==> src/rtl/snap_capture_ctrl.sv <==
`default_nettype none
// ============================================================================
//  Module      : snap_capture_ctrl
//  Description : Arms on a software start edge, optionally waits for an
//                external trigger, then writes 2**ADDR_W samples into a
//                snapshot BRAM. Optional macro SNAP_TIMESTAMP_EN adds a
//                free-running timestamp latched when word 0 is accepted.
//  Revision    : 1.0 - initial release
// ============================================================================
module snap_capture_ctrl #(
    parameter int ADDR_W = 10,
    parameter int DATA_W = 32
) (
    input  logic              user_clk,
    input  logic              user_rst_n,
    input  logic [31:0]       ctrl_reg,
    input  logic [DATA_W-1:0] din,
    input  logic              din_valid,
    input  logic              ext_trig,
    output logic [ADDR_W-1:0] bram_addr,
    output logic [DATA_W-1:0] bram_din,
    output logic              bram_we,
    output logic [31:0]       status,
    output logic [31:0]       trig_ts
);

    // Word count must fit below the done/busy/armed flags in status.
    localparam logic [ADDR_W:0] C_LAST_ADDR = {1'b0, {ADDR_W{1'b1}}};

    typedef enum logic [1:0] {
        ST_IDLE    = 2'd0,
        ST_ARMED   = 2'd1,
        ST_CAPTURE = 2'd2,
        ST_DONE    = 2'd3
    } state_t;

    state_t          r_state;
    state_t          w_state_nxt;
    logic            r_ctrl0_d;
    logic            r_hist_vld;
    logic [ADDR_W:0] r_cnt;
    logic            w_start_edge;
    logic            w_qv;
    logic            w_wr;
    logic            w_start;
    logic [31:0]     w_status;
    logic            w_unused_ctrl;

    // A start level already present when reset releases is not an edge.
    assign w_start_edge  = ctrl_reg[0] & ~r_ctrl0_d & r_hist_vld;
    assign w_qv          = din_valid | ctrl_reg[2];
    assign w_unused_ctrl = ^ctrl_reg[31:3];

    always_ff @(posedge user_clk or negedge user_rst_n) begin
        if (!user_rst_n) begin
            r_state <= ST_IDLE;
        end else begin
            r_state <= w_state_nxt;
        end
    end

    always_comb begin
        w_state_nxt = r_state;
        w_wr        = 1'b0;
        w_start     = 1'b0;
        case (r_state)
            ST_IDLE, ST_DONE: begin
                if (w_start_edge) begin
                    w_start     = 1'b1;
                    w_state_nxt = ctrl_reg[1] ? ST_ARMED : ST_CAPTURE;
                end
            end
            ST_ARMED: begin
                if (ext_trig && w_qv) begin
                    w_wr        = 1'b1;
                    w_state_nxt = ST_CAPTURE;
                end
            end
            ST_CAPTURE: begin
                if (w_qv) begin
                    w_wr = 1'b1;
                    if (r_cnt == C_LAST_ADDR) begin
                        w_state_nxt = ST_DONE;
                    end
                end
            end
            default: w_state_nxt = ST_IDLE;
        endcase
    end

    always_comb begin
        w_status             = '0;
        w_status[31]         = (r_state == ST_DONE);
        w_status[30]         = (r_state == ST_ARMED) || (r_state == ST_CAPTURE);
        w_status[29]         = (r_state == ST_ARMED);
        w_status[ADDR_W:0]   = r_cnt;
    end

    always_ff @(posedge user_clk or negedge user_rst_n) begin
        if (!user_rst_n) begin
            r_ctrl0_d  <= 1'b0;
            r_hist_vld <= 1'b0;
            r_cnt      <= '0;
            bram_we    <= 1'b0;
            bram_addr  <= '0;
            bram_din   <= '0;
            status     <= '0;
        end else begin
            r_ctrl0_d  <= ctrl_reg[0];
            r_hist_vld <= 1'b1;
            if (w_start) begin
                r_cnt <= '0;
            end else if (w_wr) begin
                r_cnt <= r_cnt + 1'b1;
            end
            bram_we <= w_wr;
            if (w_wr) begin
                bram_addr <= r_cnt[ADDR_W-1:0];
                bram_din  <= din;
            end
            status <= w_status;
        end
    end

`ifdef SNAP_TIMESTAMP_EN
    logic [31:0] r_ts_cnt;
    logic [31:0] r_trig_ts;

    always_ff @(posedge user_clk or negedge user_rst_n) begin
        if (!user_rst_n) begin
            r_ts_cnt  <= '0;
            r_trig_ts <= '0;
        end else begin
            r_ts_cnt <= r_ts_cnt + 32'd1;
            if (w_wr && (r_cnt == '0)) begin
                r_trig_ts <= r_ts_cnt;
            end
        end
    end

    assign trig_ts = r_trig_ts;
`else
    assign trig_ts = '0;
`endif

endmodule
`default_nettype wire

==> config.mk <==
export PLATFORM = sky130hd
export DESIGN_NAME = snap_capture_ctrl
export DESIGN_NICKNAME = d
export VERILOG_FILES = /design/src/rtl/snap_capture_ctrl.sv
export SDC_FILE = /design/constraint.sdc
export NUM_CORES = 1
export LEC_CHECK = 0
export BUFFER_PORTS_ARGS = -buffer_cell sky130_fd_sc_hd__clkbuf_2
export CAP_MARGIN = 20
export CORE_MARGIN = 5
export CORE_UTILIZATION = 30
export CTS_CLUSTER_SIZE = 30
export DETAILED_ROUTE_END_ITERATION = 10
export PLACE_DENSITY = 0.55
export SYNTH_ARGS = -nofsm -noshare
export SYNTH_HDL_FRONTEND = slang
export SYNTH_SLANG_ARGS = --single-unit
export TNS_END_PERCENT = 5
==> constraint.sdc <==
create_clock -name user_clk -period 6.2 [get_ports user_clk]
set_input_delay 1.24 -clock user_clk [delete_from_list [all_inputs] [get_ports user_clk]]
set_output_delay 1.24 -clock user_clk [all_outputs]
set_load 0.03 [all_outputs]
Word-level counts from Yosys, hierarchy flattened:

Cells that the tools add are included.

* memories kept: 0
* memory bits (read-only): 0
* bits in writable memories: 0
* bits in latches: 0
* output and inout port bits: 107
* register bits after elaboration: 72
* word-level logic and storage cells: 40

* reduce and logical (&&, ||, !) cells: 6
* multiply operators: 0
* div/mod/pow operators: 0
* magnitude comparators: 0
* $add $sub $neg: 1
* bitwise operators: 4
* mux-type cells: 13
* eq/ne operators: 8
* shifts and indexed selects: 0

Operators with widths (number)
* $mux 11: 2
* $add 11x1->11 const B: 1
* $eq 11x10->1 const B: 1
* $mux 2: 5
* $ne 2x2->1 const B: 3
* $pmux 2 s3: 1
* $eq 2x2->1 const B: 2
* $mux 1: 4
* $reduce_and 4->1: 1
* $and 1x1->1: 2
* $eq 2x1->1 const B: 1
* $logic_not 2->1: 1
* $ne 2x1->1 const B: 1
* $pmux 1 s2: 1
* $reduce_bool 2->1: 1
* $reduce_or 2->1: 1
* $logic_and 1x1->1: 1
* $logic_or 1x1->1: 1
* $not 1->1: 1
* $or 1x1->1: 1

Longest topological paths before layout:

Gate-level depths: netlist (run 1).

* word-level depth: 6
* depth in mapped cells: 9
* gate-level depth less buffers: 7

Least setup slack after synthesis (run 1):

OpenSTA, ideal clock, no wires.

* kind: in2reg
* start: input ext_trig
* end: register r_cnt[10]
* library setup time: 0.078 ns
* required time: 6.122 ns
* slack: 3.783 ns
* data arrival time: 2.340 ns
* cell stages on the path: 5
* path through: a21oi_1 or2_1 buf_6 or4_1 a21oi_1

* cells in the longest elaborated chain, start to end: 4

RTL lines
* start: declaration: line 19 `input logic ext_trig,`
* $logic_and 1x1->1: line 74 `if (ext_trig && w_qv) begin`
* $mux 1: line 74
* $pmux 1 s2: line 66 `case (r_state)`
* $reduce_bool 2->1 (no source line)
* end signal: assignment: line 114 `r_cnt <= r_cnt + 1'b1;`
* end: declaration: line 41 `logic [ADDR_W:0] r_cnt;`

No other way between the ends.
A chain may end at the register's enable or synchronous reset.

Worst setup path after layout (run 1):

* start: input ext_trig
* end: register r_cnt[3]

Same word-level chain as after synthesis.

==> results by group, run 1 <==
Power
  – LEAKAGE: 2.14 nW
  – Pwr/cell area: 515 mW/mm^2
  – Peak VDD IR: 0.170 mV

Detailed routing
  – DR DRC count: 0
  – Post-route ant nets: 0
  – Via density: 4.06
  – Final wirelength: 6780 um
  – Avg WL per Cell: 12.1 um
  – Via Count: 2279
  – TritonRoute pass-1 iters: 4
  – 1st-iter DRT viols: 116

Setup path
  – Kind of critical path: in -> reg
  – Critical Path End Type: flip-flop
  – WP data required: 6.47 ns
  – Startpoint Class: input port
  – Critical Path AT: 3.61 ns
  – Largest fanout on the critical path: 46

Floorplan
  – Die height: 112 um
  – Core ar.: 0.0103 mm^2
  – Row count: 37
  – Initial core utilization: 0.305
  – Die width: 112 um
  – Top-Level Pins: 175
  – Die area: 0.0126 mm^2

Timing
  – Period utilization: 0.539
  – Endpoints failing hold: 0
  – RSZ-0062 raised after global routing: no
  – Slew headroom: 0.372
  – Minimum clock period after layout: 3.34 ns
  – Final setup viols: 0
  – Fmax: 300 MHz
  – Total negative setup slack: 0 ns
  – Final worst slack: 2.86 ns
  – Actual slew at the worst max-slew pin: 0.941 ns
  – Slew Viols, Final: 0
  – Clock Skew: 0.00448 ns

CTS
  – Longest Clk Path Bufs: 2
  – Clock root buffer: clkbuf_8
  – Clk pin slew, worst setup/hold paths: 0.08 ns
  – Worst skew pair latency: 0.35 ns
  – CTS tree: yes
  – Total CTS buffers: 9
  – Hold buffer count at CTS: 0
  – H-Tree Depth: 3
  – Post-CTS sizing: 0
  – Clock sink count: 72
  – Postcts setup bufs: 0

Placement
  – # port buffers: 95
  – Placed cell area: 0.00354 mm^2
  – GP Congestion: 0.730
  – Placed Cells: 546
  – Detailed Place HPWL: 4690 um
  – Pre-CTS WS: 2.44 ns

GRT
  – Largest net degree at the start of global routing: 73
  – First-pass GRT wire length: 11100 um
  – GRT Resource Usage Total: 0.110
  – Overflow after GRT: 0
  – Vias in the first global route: 2232
  – Initial antenna violation count: 0

Synth
  – Main combinational cell family by area after synthesis: simple AND/OR/NAND/NOR gates
  – Adder-Cell Fraction of Synth Area: 0.0160
  – Mux cell area share after synthesis: 0.0168
  – Number of flops mapped to enable cells by yosys: 0
  – Compound-Gate Fraction of Synth Area: 0.0271
  – Yosys cell types: 31
  – Syn avg cell area: 9.62 um^2
  – Post-Synthesis Cells: 326
  – FFs w/ async S/R, synth: 1.00
  – Top_reg_cell synth: dfrtp_1
  – Sequential share of the synthesized area: 0.575
  – Xor-xnor portion of the synthesized cell area: 0.0140
  – #FFs+latches synth: 72
  – Simple-gate share of the synthesized area: 0.206
  – Syn Std Cell Area: 0.00314 mm^2
  – Ys Warns: 0

Final layout
  – Ant. Diodes: 0
  – Layout area overhead: 19.6%
  – Final instance area: 0.00375 mm^2
  – Layout Cells excl Fill: 562
  – Layout cells sized above 1: 0.277
  – Total Nets Final: 493

Hold path
  – Hold/Removal Path Class: reg -> reg

Job
  – Max cap viols: 0

Status
  – Status: completed
==> area by class of cell <==
cell class	count	area, um^2
fillers	1101	6530
flip-flops and latches	72	1800
multi-input cells	237	1070
repair buffers	95	478
well taps	136	170
clock buffers	11	151
clock inverters	5	55.1
inverters	6	22.5
==> cell usage after synthesis, types with 3 or more instances <==
library cell | number | area [um^2]
buf_4 | 50 | 375
a21oi_1 | 4 | 20.0
dfrtp_1 | 72 | 1800
o21ai_0 | 3 | 15.0
clkbuf_1 | 5 | 18.8
nand2_1 | 135 | 507
xnor2_1 | 5 | 43.8
nand4_1 | 4 | 25.0
nor4_1 | 5 | 31.3
inv_1 | 5 | 18.8
mux2i_1 | 3 | 30.0
buf_2 | 4 | 20.0
nor2_1 | 7 | 26.3
ha_1 | 4 | 50.1
==> cell families (layout without fill, tap and decap cells) <==
kind of cell             count (synthesis)  after routing
flip-flops                              72             72
XOR/XNOR                                 5              5
adder cells (fa/ha/maj)                  4              4
other                                    2             51
buffers and inverters                   66            117
AND/OR/NAND/NOR                        160            160
AO/OA/AOI/OAI                           12             12
multiplexers                             5              5
==> routing by layer <==
metal | up-vias | global-route usage | part of all wire
met5 | - | 0 | 0
met4 | 0 | 0.0553 | 0.015
met3 | 8 | 0.0340 | 0.086
met2 | 99 | 0.174 | 0.47
met1 | 1063 | 0.135 | 0.42
li1 | 1109 | - | -
==> placed cells by master, fill, tap and decap left out, drive strengths merged <==
cell type	netlist	routed
dfrtp	72	72
buf	55	1
a31o	1	1
nor3	1	1
clkinvlp	0	2
inv	6	6
a21oi	4	4
nand4b	1	1
nor4	5	5
bufinv	0	1
clkinv	0	2
mux2	2	2
or2	2	2
or4	1	1
nand3	2	2
nand4	4	4
mux2i	3	3
nand3b	1	1
o21ai	3	3
o21bai	2	2
nor2	7	7
o31ai	1	1
clkbuf	5	105
nand2b	1	1
xnor2	5	5
conb	2	51
a22oi	1	1
ha	4	4
nand2	135	135
==> final timing paths <==
path,from,to,slack [ns],depth (start not counted)
min in group asynchronous,user_rst_n,status[31],1.02,1
setup reg to reg,r_state[0],r_cnt[3],3.16,6
hold / removal,r_cnt[10],status[10],0.44,0
setup / recovery,ext_trig,r_cnt[3],2.86,6
hold reg to reg,r_cnt[10],status[10],0.44,0
max in group asynchronous,user_rst_n,bram_din[11],4.61,1
==> critical path: stages <==
cell and delay (ns):
clkbuf_2 0.09, a21oi_1 0.34, or2_2 0.81, inv_2 0.61, nand4_1 0.28, mux2i_1 0.20
==> stage by stage <==
stage,hold slack [ns],total power [mW],util
final,0.436,1.93,0.365
after global routing,0.462,2.09,0.365
after CTS,0.440,1.97,0.365
after detailed placement,0.420,1.58,0.345
after global placement,0.423,1.56,0.345
after floorplan,0.352,1.36,-
==> registers in the layout, indices dropped and copies added, names as in the netlist <==
signal	count
bram_din	32
bram_we	1
r_state	2
bram_addr	10
status	14
r_hist_vld	1
r_cnt	11
r_ctrl0_d	1
==> power breakdown <==
group / internal [mW] / total [mW] / switching [mW]
sequential: 0.623 / 0.711 / 0.0871
combinational: 0.220 / 0.842 / 0.622
clock: 0.206 / 0.380 / 0.174
Power figures use the tool's default switching activity.
==> run 2: changes to the inputs <==
==> constraint.sdc (replaced) <==
create_clock -name user_clk -period 3.1 [get_ports user_clk]
set_input_delay 0.62 -clock user_clk [delete_from_list [all_inputs] [get_ports user_clk]]
set_output_delay 0.62 -clock user_clk [all_outputs]
set_load 0.03 [all_outputs]
==> results by group, run 2 (synthesized netlist as in run 1, its figures left out) <==
CTS
  – Hold buffer count at CTS: 0 (unchanged)
  – Clk pin slew, worst setup/hold paths: 0.07 ns (about the same)
  – Worst skew pair latency: 0.33 ns (-0.02 ns)
  – Longest Clk Path Bufs: 2 (unchanged)
  – H-Tree Depth: 3 (unchanged)
  – CTS tree: yes
  – Postcts setup bufs: 0 (unchanged)
  – Clock sink count: 72 (unchanged)
  – Post-CTS sizing: 0 (unchanged)
  – Clock root buffer: clkbuf_8
  – Total CTS buffers: 9 (unchanged)

Timing
  – Final setup viols: 0 (unchanged)
  – Fmax: 435 MHz
  – Total negative setup slack: 0 ns (unchanged)
  – Min Hold Slack: 0.417 ns (-0.0192 ns)
  – Endpoints failing hold: 0 (unchanged)
  – Clock Skew: 0.00504 ns (+0.000559 ns)
  – Period utilization: 0.742
  – Slew Viols, Final: 0 (unchanged)
  – Minimum clock period after layout: 2.30 ns
  – RSZ-0062 raised after global routing: no
  – Actual slew at the worst max-slew pin: 0.903 ns (-0.0386 ns)
  – Slew headroom: 0.398 (+0.0257)

Setup path
  – Critical Path AT: 2.56 ns (-1.05 ns)
  – Critical Path End Type: flip-flop
  – Worst path slowest cell: inv_2
  – WP data required: 3.37 ns (-3.10 ns)
  – CP Cell Sequence: inv_1 -> ha_1 -> o21bai_4 -> or2_2 -> inv_2 -> buf_4 -> nand2_1 -> nand2_1
  – Most frequent CP cell: nand2_1
  – CP startpoint: r_state[0]
  – Kind of critical path: reg -> reg
  – Slowest stage delay, CP: 0.41 ns (-0.40 ns)
  – Reg2reg start: r_state[0]
  – Largest fanout on the critical path: 29 (-37%)
  – CP endpoint: bram_din[25]
  – Startpoint Class: flip-flop
  – Worst R2R Setup Slack: 0.80 ns (-2.36 ns)
  – Worst reg2reg path endpoint: bram_din[25]
  – R2r worst-path depth: 8 (+2)

Job
  – Max cap viols: 0 (unchanged)

Status
  – Status: completed

Floorplan
  – Core ar.: 0.0103 mm^2 (unchanged)
  – Die area: 0.0126 mm^2 (unchanged)
  – Die height: 112 um (unchanged)
  – Initial core utilization: 0.305 (unchanged)
  – Die width: 112 um (unchanged)
  – Top-Level Pins: 175 (unchanged)
  – Row count: 37 (unchanged)

Final layout
  – Leading registers by flop count: bram_din: 32 flops, status: 14 flops, r_cnt: 11 flops
  – Register area: 0.00180 mm^2 (unchanged)
  – Biggest register: bram_din
  – Commonest non-fill, non-tap cells in the layout: nand2_1, clkbuf_2, dfrtp_1
  – Layout cells sized above 1: 0.276 (-0.000649)
  – Filler cells: 1097 (-0.36%)
  – Max reg flops: 32 (unchanged)
  – Ant. Diodes: 0 (unchanged)
  – Layout Cells excl Fill: 563 (+0.18%)
  – Most common cell after layout, fill and taps aside: nand2_1
  – Area of the multi-input gates: 0.00107 mm^2 (unchanged)
  – Final core utilization: 0.364 (-0.000487)
  – Total Nets Final: 495 (+0.41%)
  – Layout area overhead: 19.4%

Hold path
  – Hold/Removal Path Class: in -> async

GRT
  – GRT Resource Usage Total: 0.108 (-0.00114)
  – Initial antenna violation count: 0 (unchanged)
  – Overflow after GRT: 0 (unchanged)
  – Vias in the first global route: 2162 (-3.1%)
  – First-pass GRT wire length: 11000 um (-0.37%)
  – Largest net degree at the start of global routing: 73 (unchanged)

Detailed routing
  – TritonRoute pass-1 iters: 4 (unchanged)
  – Post-route ant nets: 0 (unchanged)
  – Via Count: 2255 (-1.1%)
  – DR DRC count: 0 (unchanged)
  – Avg WL per Cell: 12.0 um (-0.37%)
  – Final wirelength: 6760 um (-0.19%)
  – Via density: 4.01 (-1.2%)
  – 1st-iter DRT viols: 93 (-20%)

Placement
  – Placed Cells: 548 (+0.37%)
  – # port buffers: 95 (unchanged)
  – Detailed Place HPWL: 4750 um (+1.2%)
  – GP Congestion: 0.763 (+4.5%)

Power
  – LEAKAGE: 2.14 nW (+0.34%)
  – Gate power share: 0.443 (+0.007)
  – Pwr Total: 3.85 mW (+99%)
  – Sw Share: 0.457 (about the same)
  – NetSw: 1.76 mW (+99%)
  – Clock power frac: 0.188 (-0.009)
  – Peak VDD IR: 0.331 mV (+95%)
  – Pwr/cell area: 1030 mW/mm^2 (+99%)
  – Sequential power share: 0.370 (+0.002)
  – Internal power: 2.09 mW (+99%)
run 2: cell types whose count changed in the layout (fill, tap and decap cells not counted), sizes merged:
cell | before | now
buf | 1 | 3
clkinv | 2 | 3
clkinvlp | 2 | 0
run 2: worst min-delay path by stage:
stage                startpoint           end  slack, ns  cells after the start
floorplan            user_rst_n  bram_addr[0]       0.32                      0
global placement      r_cnt[10]    status[10]       0.42                      0
detailed placement    r_cnt[10]    status[10]       0.41                      0
CTS                 ctrl_reg[0]     r_ctrl0_d       0.40                      1
global route        ctrl_reg[0]     r_ctrl0_d       0.40                      1
finish               user_rst_n    status[31]       0.42                      1
run 2: critical path, delay by kind of cell, from the launching register on:
| kind | cells | cell delay (ns) |
|---|---|---|
| and+or+nand+nor | 3 | 0.45 |
| AOI/OAI and AO/OA | 1 | 0.23 |
| buffers and inverters | 3 | 0.80 |
| adders and majority gates | 1 | 0.36 |
| DFF | 1 | 0.39 |
run 2: layout make-up:
class,instances,share of cell area
clock buffers,11,0.0378
clock inverters,4,0.0120
inverters,6,0.00602
multi-input cells,237,0.286
flip-flops and latches,72,0.481
well taps,136,0.0455
repair buffers,97,0.132
run 2: per-stage QoR:
| stage | worst slack [ns] | cell area (um^2) |
|---|---|---|
| 4_1_cts | 0.746 | 3740 |
| 5_1_grt | 0.593 | 3740 |
| 6_report | 0.801 | 3740 |
| 3_5_place_dp | 0.754 | 3560 |
| 3_3_place_gp | 0.804 | 3560 |
| 2_1_floorplan | 1.11 | 3320 |
run 2: power by group through the flow:
stage	sequential, mW	clock, mW	combinational [mW]
after floorplan	1.94	0	0.782
after global placement	1.43	0	1.71
after detailed placement	1.44	0	1.74
after CTS	1.43	0.755	1.74
after global routing	1.47	0.797	1.88
final	1.42	0.721	1.70
run 2: layer usage:
layer / part of all wire / vias up / routed length (um) / global-route usage
li1: - / 1112 / - / -
met1: 0.44 / 1044 / 2990 / 0.140
met2: 0.47 / 91 / 3160 / 0.168
met3: 0.076 / 8 / 515 / 0.0404
met4: 0.014 / 0 / 93 / 0.0353
met5: 0 / - / 0 / 0
==> run 3: changes to the inputs <==
--- a/config.mk
+++ b/config.mk
@@ -11,7 +11,7 @@
 export CORE_UTILIZATION = 30
 export CTS_CLUSTER_SIZE = 30
 export DETAILED_ROUTE_END_ITERATION = 10
-export PLACE_DENSITY = 0.55
+export PLACE_DENSITY = 0.57
 export SYNTH_ARGS = -nofsm -noshare
 export SYNTH_HDL_FRONTEND = slang
 export SYNTH_SLANG_ARGS = --single-unit
==> constraint.sdc (replaced) <==
create_clock -name user_clk -period 1.9 [get_ports user_clk]
set_input_delay 0.38 -clock user_clk [delete_from_list [all_inputs] [get_ports user_clk]]
set_output_delay 0.38 -clock user_clk [all_outputs]
set_load 0.03 [all_outputs]
==> results by group, run 3 (synthesized netlist as in run 1, its figures left out) <==
Setup path
  – Worst path slowest cell: or4_1
  – Worst path bufs/invs: 1 (-2)
  – Startpoint Class: flip-flop
  – Slowest stage delay, CP: 0.50 ns (+0.09 ns)
  – Kind of critical path: reg -> reg
  – Critical Path End Type: flip-flop
  – Largest fanout on the critical path: 6 (-79%)
  – Critical Path AT: 2.10 ns (-0.46 ns)
  – CP Cell Sequence: inv_2 -> ha_4 -> o21bai_4 -> or2_4 -> or4_1 -> a21oi_1
  – WP data required: 2.17 ns (-1.20 ns)
  – Family with the most delay on the worst path: simple AND/OR/NAND/NOR gates

Detailed routing
  – Post-route ant nets: 0 (unchanged)
  – Avg WL per Cell: 12.0 um (about the same)
  – DR DRC count: 0 (unchanged)
  – 1st-iter DRT viols: 78 (-16%)
  – Via density: 4.01 (+0.17%)
  – Final wirelength: 7000 um (+3.4%)
  – Via Count: 2335 (+3.5%)
  – TritonRoute pass-1 iters: 4 (unchanged)

Floorplan
  – Top-Level Pins: 175 (unchanged)
  – Die width: 112 um (unchanged)
  – Initial core utilization: 0.305 (unchanged)
  – Die area: 0.0126 mm^2 (unchanged)
  – Row count: 37 (unchanged)
  – Die height: 112 um (unchanged)
  – Core ar.: 0.0103 mm^2 (unchanged)

Final layout
  – Ant. Diodes: 0 (unchanged)
  – Layout area overhead: 27.9%
  – Filler cells: 1061 (-3.3%)
  – Layout cells sized above 1: 0.314 (+0.0376)
  – Total Nets Final: 513 (+3.6%)
  – Biggest register: bram_din
  – Leading registers by flop count: bram_din: 32 flops, status: 14 flops, r_cnt: 11 flops
  – Layout Cells excl Fill: 582 (+3.4%)
  – Most common cell after layout, fill and taps aside: nand2_1
  – Max reg flops: 32 (unchanged)
  – Commonest non-fill, non-tap cells in the layout: nand2_1, clkbuf_2, dfrtp_1

Power
  – Pwr/cell area: 1730 mW/mm^2 (+68%)
  – Clock power frac: 0.217 (+0.029)
  – Sequential power share: 0.328 (-0.042)
  – Pwr Total: 6.94 mW (+80%)
  – LEAKAGE: 2.27 nW (+6.0%)
  – NetSw: 2.96 mW (+68%)
  – Sw Share: 0.426 (-0.0307)
  – Internal power: 3.98 mW (+91%)
  – Gate power share: 0.455 (+0.012)
  – Peak VDD IR: 0.581 mV (+75%)

Placement
  – # port buffers: 95 (unchanged)
  – Detailed Place HPWL: 5180 um (+9.1%)
  – GP Congestion: 0.744 (-2.5%)
  – Placed Cells: 564 (+2.9%)

Timing
  – Clock Skew: 0.00881 ns (+0.00377 ns)
  – Final setup viols: 0 (unchanged)
  – RSZ-0062 raised after global routing: yes
  – Period utilization: 0.962 (+0.220)
  – Fmax: 547 MHz (+26%)
  – Slew Viols, Final: 0 (unchanged)
  – Endpoints failing hold: 0 (unchanged)
  – Minimum clock period after layout: 1.83 ns (-0.471 ns)

Status
  – Status: completed

GRT
  – GRT Resource Usage Total: 0.109 (+0.000172)
  – Vias in the first global route: 2248 (+4.0%)
  – Initial antenna violation count: 0 (unchanged)
  – Largest net degree at the start of global routing: 38 (-48%)
  – First-pass GRT wire length: 11000 um (-0.32%)
  – Overflow after GRT: 0 (unchanged)

CTS
  – Clock sink count: 72 (unchanged)
  – Longest Clk Path Bufs: 2 (unchanged)
  – CTS tree: yes
  – H-Tree Depth: 3 (unchanged)
  – Worst skew pair latency: 0.34 ns (about the same)
  – Total CTS buffers: 9 (unchanged)
  – Clk pin slew, worst setup/hold paths: 0.07 ns (about the same)
  – Clock root buffer: clkbuf_8

Hold path
  – Hold/Removal Path Class: in -> reg

Job
  – Max cap viols: 0 (unchanged)
[run 3: worst reg2reg max path, stage by stage (launching register included)]
cell and delay [ns]:
dfrtp_1 0.39, inv_2 0.07, ha_4 0.20, o21bai_4 0.19
or2_4 0.28, or4_1 0.50, a21oi_1 0.13
[run 3: power groups by stage]
| stage | combinational (mW) | clock (mW) | sequential [mW] |
|---|---|---|---|
| after floorplan | 1.30 | 0 | 3.18 |
| after global placement | 3.11 | 0 | 2.29 |
| after detailed placement | 3.17 | 0 | 2.31 |
| after CTS | 3.21 | 1.57 | 2.28 |
| after global routing | 3.45 | 1.63 | 2.34 |
| final | 3.16 | 1.51 | 2.27 |
[run 3: what timing repair did]
action | 4_1_cts | 5_1_grt
buffers inserted | 1 | 0
endpoints found under the hold margin | 5 | 0
gates resized for setup | 2 | 1
endpoints found under the setup margin | 1 | 3
hold buffers | 1 | 0
[run 3: layout make-up]
class                           instances  area (um^2)  area share
Sequential cell                        72         1800       0.449
Multi-Input combinational cell        237         1090       0.272
Timing Repair Buffer                  115          672       0.167
Tap cell                              136          170      0.0424
Clock buffer                           11          151      0.0377
Clock inverter                          5          103      0.0256
Inverter                                6         22.5     0.00561
[run 3: path summary, 6_finish.rpt]
check                             from         end  slack, ns  cells past startpoint
min reg2reg                  r_cnt[10]  status[10]       0.46                      0
min in group asynchronous   user_rst_n  status[31]       0.54                      2
min                        ctrl_reg[0]   r_ctrl0_d       0.17                      1
max                         r_state[0]   r_cnt[10]       0.07                      6
max in group asynchronous   user_rst_n    r_cnt[8]       0.80                      3
max reg2reg                 r_state[0]   r_cnt[10]       0.07                      6
[run 3: metal layers]
metal,GRT usage,wire (um),up-vias
li1,-,-,1146
met1,0.129,2920,1105
met2,0.182,3490,80
met3,0.0345,516,4
met4,0.0433,75,0
met5,0,0,-
[run 3: stage by stage]
step	area, um^2	utilization	setup TNS (ns)	hold WS [ns]	worst slack, ns
2_1_floorplan	3330	-	0	0.0844	0.0157
3_3_place_gp	3730	0.363	0	0.381	0.00407
3_5_place_dp	3730	0.363	-0.0445	0.381	-0.0445
4_1_cts	4010	0.390	0	0.154	0.0688
5_1_grt	4010	0.390	-0.0246	0.160	-0.0246
6_report	4010	0.390	0	0.174	0.0719
